$ cat config.mk
export PLATFORM = sky130hd
export DESIGN_NAME = axis_slave_rx
export DESIGN_NICKNAME = d
export VERILOG_FILES = /design/src/rtl/axis_slave_rx.sv
export SDC_FILE = /design/constraint.sdc
export NUM_CORES = 1
export LEC_CHECK = 0
export ABC_AREA = 1
export BUFFER_PORTS_ARGS = -buffer_cell sky130_fd_sc_hd__buf_2
export CELL_PAD_IN_SITES_DETAIL_PLACEMENT = 0
export CELL_PAD_IN_SITES_GLOBAL_PLACEMENT = 1
export CORE_ASPECT_RATIO = 1.1
export CORE_MARGIN = 5
export CORE_UTILIZATION = 40
export CTS_BUF_LIST = sky130_fd_sc_hd__clkbuf_16
export DETAILED_ROUTE_END_ITERATION = 10
export GPL_TIMING_DRIVEN = 0
export PLACE_DENSITY = 0.8
export SKIP_LAST_GASP = 1
export SYNTH_ARGS = -nofsm -noshare
export SYNTH_HDL_FRONTEND = slang
export SYNTH_SLANG_ARGS = --single-unit
$ cat constraint.sdc
create_clock -name clk -period 2.3 [get_ports clk]
set_input_delay 0.23 -clock clk [delete_from_list [all_inputs] [get_ports clk]]
set_output_delay 0.23 -clock clk [all_outputs]
set_load 0.01 [all_outputs]
$ cat src/rtl/axis_slave_rx.sv
// AXI4-Stream sink: show-ahead FIFO with backpressure,
// packet length checker and packet/error counters.
module axis_slave_rx #(
  parameter int DATA_WIDTH  = 8,
  parameter int PACKET_SIZE = 8,
  parameter int FIFO_DEPTH  = 16,
  parameter int CNT_WIDTH   = 16
) (
  input  logic                  clk,
  input  logic                  reset_n,
  input  logic [DATA_WIDTH-1:0] s_tdata,
  input  logic                  s_tvalid,
  output logic                  s_tready,
  input  logic                  s_tlast,
  output logic [DATA_WIDTH-1:0] rd_data,
  output logic                  rd_last,
  output logic                  rd_valid,
  input  logic                  rd_en,
  output logic [CNT_WIDTH-1:0]  pkt_count,
  output logic [CNT_WIDTH-1:0]  err_count,
  output logic                  len_err
);

  localparam int AW = $clog2(FIFO_DEPTH);
  localparam int BW = $clog2(PACKET_SIZE);
  localparam logic [AW:0] DEPTH = (AW+1)'(FIFO_DEPTH);
  localparam logic [BW-1:0] BC_LAST = BW'(PACKET_SIZE - 1);

  typedef struct packed {
    logic                  last;
    logic [DATA_WIDTH-1:0] data;
  } entry_t;

  typedef enum logic {IDLE, BODY} state_t;

  entry_t          mem [FIFO_DEPTH];
  entry_t          head;
  logic [AW-1:0]   wr_ptr;
  logic [AW-1:0]   rd_ptr;
  logic [AW:0]     count;
  logic            rdy_en;
  logic            full;
  logic            push;
  logic            pop;
  logic            err;
  state_t          state;
  state_t          state_n;
  logic [BW-1:0]   bc;
  logic [BW-1:0]   bc_n;

  assign full     = (count == DEPTH);
  assign s_tready = rdy_en & ~full;
  assign rd_valid = |count;
  assign push     = s_tvalid & s_tready;
  assign pop      = rd_en & rd_valid;
  assign head     = mem[rd_ptr];
  assign rd_data  = rd_valid ? head.data : '0;
  assign rd_last  = rd_valid & head.last;

  always_ff @(posedge clk) begin
    if (push) mem[wr_ptr] <= '{last: s_tlast, data: s_tdata};
  end

  // full blocks push even when popping: no bypass path
  always_ff @(posedge clk or negedge reset_n) begin
    if (!reset_n) begin
      rdy_en <= 1'b0;
      wr_ptr <= '0;
      rd_ptr <= '0;
      count  <= '0;
    end else begin
      rdy_en <= 1'b1;
      if (push) wr_ptr <= wr_ptr + 1'b1;
      if (pop)  rd_ptr <= rd_ptr + 1'b1;
      unique case ({push, pop})
        2'b10:   count <= count + 1'b1;
        2'b01:   count <= count - 1'b1;
        default: count <= count;
      endcase
    end
  end

  always_ff @(posedge clk or negedge reset_n) begin
    if (!reset_n) begin
      state <= IDLE;
      bc    <= '0;
    end else begin
      state <= state_n;
      bc    <= bc_n;
    end
  end

  always_comb begin
    state_n = state;
    bc_n    = bc;
    err     = 1'b0;
    if (push) begin
      unique case (state)
        IDLE: begin
          if (s_tlast) begin
            err = 1'b1;
          end else begin
            state_n = BODY;
            bc_n    = BW'(1);
          end
        end
        BODY: begin
          if (s_tlast) begin
            err     = (bc != BC_LAST);
            state_n = IDLE;
            bc_n    = '0;
          end else if (bc == BC_LAST) begin
            err     = 1'b1;
            state_n = IDLE;
            bc_n    = '0;
          end else begin
            bc_n = bc + 1'b1;
          end
        end
        default: begin
          state_n = IDLE;
          bc_n    = '0;
        end
      endcase
    end
  end

  always_ff @(posedge clk or negedge reset_n) begin
    if (!reset_n) begin
      pkt_count <= '0;
      err_count <= '0;
      len_err   <= 1'b0;
    end else begin
      len_err <= err;
      if (push && s_tlast) pkt_count <= pkt_count + 1'b1;
      if (err && !(&err_count)) err_count <= err_count + 1'b1;
    end
  end

endmodule

==> results of run 1 <==
-- power groups by stage --
stage,sequential [W],combinational [W],clock [W]
3_3_place_gp,0.00452,0.00387,0
5_1_grt,0.00452,0.00565,0.00325
4_1_cts,0.00446,0.00408,0.00309
3_5_place_dp,0.00452,0.00394,0
2_1_floorplan,0.00449,0.00256,0
6_report,0.00447,0.00517,0.00303
-- what timing repair did --
item | 4_1_cts | 5_1_grt
pin swaps | 2 | 31
cloned | 0 | 6
endpoints found under the setup margin | 130 | 81
gates resized for setup | 33 | 114
setup buffers | 1 | 8
endpoints found under the hold margin | 0 | 51
hold buffers | 0 | 1
-- final timing paths --
| kind | end | depth (start not counted) |
|---|---|---|
| worst max register to register | mem[14][5] | 6 |
| worst min-delay path | rd_ptr[0] | 3 |
| worst min register to register | bc[1] | 2 |
| worst max-delay path | mem[14][5] | 6 |
| max in group asynchronous | count[1] | 2 |
| min in group asynchronous | err_count[10] | 2 |
-- cell usage in the layout, fill, tap and decap left out, types with 3 or more instances in the layout --
cell type    n
a21oi_2      9
buf_12       4
buf_2       57
buf_4       11
buf_6       11
buf_8        5
clkbuf_16   23
clkbuf_4     5
clkinv_8     4
dfrtp_1     49
edfxtp_1   144
ha_1        13
inv_1       38
inv_2        6
inv_8        7
nand2_1    321
nand2_2     22
nand3_1     97
nand3_2     37
nand3b_1     3
nand4_1      8
nor2_1      28
nor2_2      13
nor2_4       5
nor3_1       5
o21ai_0      6
o21ai_1      7
xnor2_1      7
xor2_1      19
-- stage by stage --
step / worst slack [ns] / TNS (ns)
floorplan: 0.0496 / 0
global placement: -0.298 / -1.98
detailed placement: -0.339 / -8.06
CTS: -0.115 / -3.55
global route: -0.210 / -7.33
finish: -0.0962 / -1.69
-- metal layers --
layer	track usage, %	share of wire (%)
met1	22.0	42
met2	29.3	50
met3	3.44	4.5
met4	6.22	2.9
met5	0	0.049
-- cell families (layout without fill, tap and decap cells) --
logic type                 Yosys count  after routing  share of synthesized area (%)
buffers and inverters               79            182                           4.02
DFF                                195            195                           63.0
other                                1              1                         0.0422
AOI/OAI and AO/OA                   25             25                           1.46
xor gates and xnor gates            27             27                           2.74
and+or+nand+nor                    547            547                           26.8
adders and majority gates           14             14                           1.97
-- registers in the layout, summed over array words and instances (netlist names) --
name and count:
bc 3, state 1, rd_ptr 4, count 5, err_count 16, len_err 1
pkt_count 16, wr_ptr 4, rdy_en 1, mem 144
-- synth_stat cells --
cell type,instances,share of area (%)
xor2_2,1,0.18
clkinv_1,1,0.042
xor2_1,19,1.9
nor2_8,1,0.23
inv_1,38,1.6
conb_1,1,0.042
nand2_4,1,0.13
o21bai_1,1,0.084
nor3_1,5,0.28
nand3b_1,3,0.25
nor2_2,3,0.21
nor3_4,1,0.18
inv_2,8,0.34
a21oi_1,10,0.56
nor4_1,1,0.070
clkbuf_1,8,0.34
buf_6,4,0.51
a21o_1,1,0.084
nor2_1,40,1.7
nor2_4,3,0.38
buf_4,4,0.34
nand4_4,1,0.24
nand3_4,1,0.20
nand4_1,8,0.56
nand3_1,132,7.4
o21ai_0,6,0.34
nand3_2,2,0.23
xnor2_1,7,0.69
nand2_2,2,0.14
dfrtp_1,51,14
edfxtp_1,144,49
o21ai_1,7,0.39
ha_1,14,2.0
nand4_2,1,0.14
buf_2,13,0.73
nand2_1,342,14
buf_1,3,0.13
-- area by class of cell --
| class | count | share of cell area (%) |
|---|---|---|
| flip-flops and latches | 195 | 51.5 |
| plain buffers | 31 | 2.89 |
| well taps | 295 | 3.39 |
| clock inverters | 15 | 1.78 |
| repair buffers | 72 | 4.99 |
| inverters | 47 | 1.69 |
| multi-input cells | 614 | 29.8 |
| clock buffers | 17 | 3.91 |
-- worst max-delay path, stage by stage (launching register included) --
cell and delay, ns:
dfrtp_1 0.42, inv_1 0.11, nand4_4 0.14, nand3_4 0.17
inv_1 0.21, nand2_1 0.16, nor2_1 0.81
==> results.cfg, run 1 <==
[outcome]
status = finished, violations left
violations = setup timing

[sta]
period_share_pct = 104
period_needed_ns = 2.40
finalHoldViolCount = 0
rsz0062_at_grt = yes
relSlewSlack_pct = 30.6
final-setup-viol-count = 37
max_freq_mhz = 417
timing.final.ws_setup_ns = -0.0962
slew_viol_final = 0
worst_pin_slew_ns = 1.04
whs_ns = 0.0870
finClkSkew_ns = 0.0155

[die]
io_pins = 57
start_util_pct = 40.5
dieArea_mm2 = 0.0253
die_y_um = 166
num_rows = 57
dieWidth_um = 152
coreArea_mm2 = 0.0220

[global_routing]
overflow = 0
grt_pass1_vias = 6213
grt_use_total_pct = 17.2
antenna_found_initial = 1
grt_max_degree = 52
grt_pass1_wl_um = 34000

[hold_path]
hold_start = rd_en
hold_class = in2reg

[synth]
ys.warnings.count = 0
ys_seq_elements = 195
ys_types = 37
syn_nets = 915
syn_avg_cell_area_um2 = 10.0
synthCells = 888
ys_seq_area_share_pct = 63.0
synth_area_mm2 = 0.00889

[clock_network]
cts_tree = built
cts_sinks = 195
clk-insertion-delay-late_ns = 0.44
root_buffer = clkbuf_16
clkSlewWorstSetupHoldPaths_ns = 0.08
cts_buffer_depth = 2
cts_buffers = 17
htree_levels = 4

[setup_path]
rrSetupSlack_ns = -0.1
worstSetupStartpoint = count[0]
arrival_ns = 2.46
critPathCaptureType = register
cp_max_fo = 9
crit_type = reg2reg
r2r_start = count[0]
cp-start-kind = register
critPathRequiredTime_ns = 2.36

[layout]
fin_area_mm2 = 0.0109
drive_gt1_share_pct = 23.9
fin_nets = 1005
multi_input_area_mm2 = 0.00324
n_antenna_cell = 0
fin_cells = 1286
syn2layout_area_growth_pct = 22.3
regArea_mm2 = 0.00560
final_util_pct = 49.5
fill_cells = 2044

[placement]
portBuffers = 56
gp_routability_congestion = 0.849
placed_cells = 1239
dp_hpwl_um = 14400
placed_cell_area_mm2 = 0.00954

[power]
ir_worst_vdd_mv = 0.609
p_leak_nw = 4.51
powerDensity_mw_per_mm2 = 1170
intPower_w = 0.00770
pwr-share-clk_pct = 23.9
p_comb_share_pct = 40.8
sequentialPowerShare_pct = 35.3
swShare_pct = 39.3
total_power_w = 0.0127
p_sw_w = 0.00498

[run]
drv_cap = 0

[routing]
via_per_inst = 4.99
wl_per_cell_um = 17.4
drtIter0Drc = 438
drt_wl_total_um = 22300
first_pass_iters = 5
via_count = 6413
ant_nets = 0
drc = 0
Power figures use the tool's default switching activity.
==> inputs of run 2 (changes only) <==
Settings changed: CTS_BUF_LIST sky130_fd_sc_hd__clkbuf_16 to sky130_fd_sc_hd__clkbuf_8.
==> run 2 against run 1 <==
  * The run still ends with setup timing left
  * Register-to-register slack worse by 0.02 ns
  * Wire length is 0.80% higher
  * Combinational power is 6.0% higher
  * Die area stayed put
  * Cell area hardly changed
  * Clock skew is 0.0038 ns higher
  * Fmax is 0.72% lower
  * Clock power is 23% lower
  * Core utilization hardly changed
  * Sequential power hardly changed
  * Critical endpoint is now mem[14][1]
==> results.cfg, run 2 (same netlist as run 1, synthesis figures left out) <==
[sta]
finalHoldViolCount = 0
timing.final.ws_setup_ns = -0.114
slew_viol_final = 0
rsz0062_at_grt = yes
relSlewSlack_pct = 30.1
worst_pin_slew_ns = 1.04
max_freq_mhz = 414
period_needed_ns = 2.41
finClkSkew_ns = 0.0193
whs_ns = 0.0434
final-setup-viol-count = 33
period_share_pct = 105

[layout]
fin_nets = 1007
reg.largest.list = mem x144, err_count x16, pkt_count x16
layout_commonest_cell = nand2_1
regMostFlops = mem
n_antenna_cell = 0
largest_reg_flops = 144
syn2layout_area_growth_pct = 22.2
drive_gt1_share_pct = 25.9
final_cell_mix = nand2_1 (314), edfxtp_1 (144), nand3_1 (87)

[global_routing]
grt_pass1_vias = 6332
grt_pass1_wl_um = 34600
overflow = 0
antenna_found_initial = 1
grt_max_degree = 52
grt_use_total_pct = 17.6

[power]
ir_worst_vdd_mv = 0.477
total_power_w = 0.0123
powerDensity_mw_per_mm2 = 1130
p_leak_nw = 4.51

[run]
drv_cap = 0

[hold_path]
min_path_cells = 3
hold_class = in2reg
min_to = rd_ptr[0]
hold_start = rd_en

[outcome]
violations = setup timing
status = finished, violations left

[die]
start_util_pct = 40.5
num_rows = 57
coreArea_mm2 = 0.0220
dieArea_mm2 = 0.0253
die_y_um = 166
io_pins = 57
dieWidth_um = 152

[setup_path]
cp-start-kind = register
reg2regPathDepth = 6
crit_type = reg2reg
rrSetupSlack_ns = -0.11
timing.rr.end = mem[14][1]
critPathRequiredTime_ns = 2.41
cp_max_fo = 9
r2r_start = count[0]
critPathCaptureType = register
arrival_ns = 2.53

[clock_network]
htree_levels = 4
clkSlewWorstSetupHoldPaths_ns = 0.11
root_buffer = clkbuf_8
cts_tree = built
cts_sinks = 195
cts_buffer_depth = 2
cts_buffers = 17
clk-insertion-delay-late_ns = 0.49

[routing]
first_pass_iters = 5
drt_wl_total_um = 22500
wl_per_cell_um = 17.5
via_per_inst = 4.99
via_count = 6425
ant_nets = 0
drtIter0Drc = 443
drc = 0

[placement]
dp_hpwl_um = 14400
portBuffers = 56
gp_routability_congestion = 0.849
## run 2: changes by cell type in the layout (fill, tap and decap cells not counted), sizes merged
| cell | before | now |
|---|---|---|
| clkbuf | 31 | 34 |
| clkinv | 7 | 8 |
| buf | 88 | 86 |
## run 2: metal layers
| layer | up-vias | track usage, % | routed length, µm |
|---|---|---|---|
| li1 | 3157 | - | - |
| met3 | 45 | 3.02 | 1210 |
| met1 | 3013 | 22.5 | 9420 |
| met4 | 2 | 7.23 | 648 |
| met5 | - | 0 | 11 |
| met2 | 208 | 29.9 | 11200 |
## run 2: layout make-up
type / instances / area, µm²
Clock inverter: 15 / 194
Timing Repair inverter: 1 / 16.3
Inverter: 47 / 184
Tap cell: 295 / 369
Multi-Input combinational cell: 614 / 3330
Buffer: 31 / 354
Clock buffer: 17 / 234
Sequential cell: 195 / 5600
Timing Repair Buffer: 73 / 582
Fill cell: 2040 / 11100
## run 2: how the worst max path moves through the flow
stage / to / slack (ns) / from / cells past startpoint
4_1_cts: mem[10][5] / -0.13 / count[0] / 6
5_1_grt: mem[14][1] / -0.21 / count[0] / 6
3_3_place_gp: count[4] / -0.30 / count[1] / 14
2_1_floorplan: count[4] / 0.05 / count[1] / 14
3_5_place_dp: count[4] / -0.34 / count[1] / 14
6_report: mem[14][1] / -0.11 / count[0] / 6
## run 2: report_power, final
group          switching, W  internal, W  total (W)
registers          0.000347      0.00414    0.00449
clock network       0.00145     0.000866    0.00232
logic               0.00324      0.00224    0.00548
## run 2: what timing repair did
action                                  4_1_cts  5_1_grt
pin swaps                                    12       51
hold endpoints to repair                      0       51
gates cloned                                  3        6
setup buffers                                 5        6
gates resized for setup                      76       99
hold buffers                                  0        1
endpoints found under the setup margin      134       93
## run 2: metrics by stage
step / setup slack, ns / util [%] / TNS [ns] / std cells / instance area [µm²]
after global placement: -0.298 / 43.4 / -1.98 / 1239 / 9540
after CTS: -0.129 / 47.2 / -6.57 / 1279 / 10400
after global routing: -0.208 / 49.5 / -6.75 / 1288 / 10900
final: -0.114 / 49.5 / -2.24 / 1288 / 10900
after detailed placement: -0.339 / 43.4 / -8.06 / 1239 / 9540
after floorplan: 0.0496 / - / 0 / 888 / 8890
## run 2: worst max-delay path, cell delays in order (launching register included)
cell and delay (ns):
dfrtp_1 0.43, inv_1 0.11, nand4_4 0.14, nand3_4 0.17, inv_1 0.21, nand2_1 0.16
nor2_1 0.82
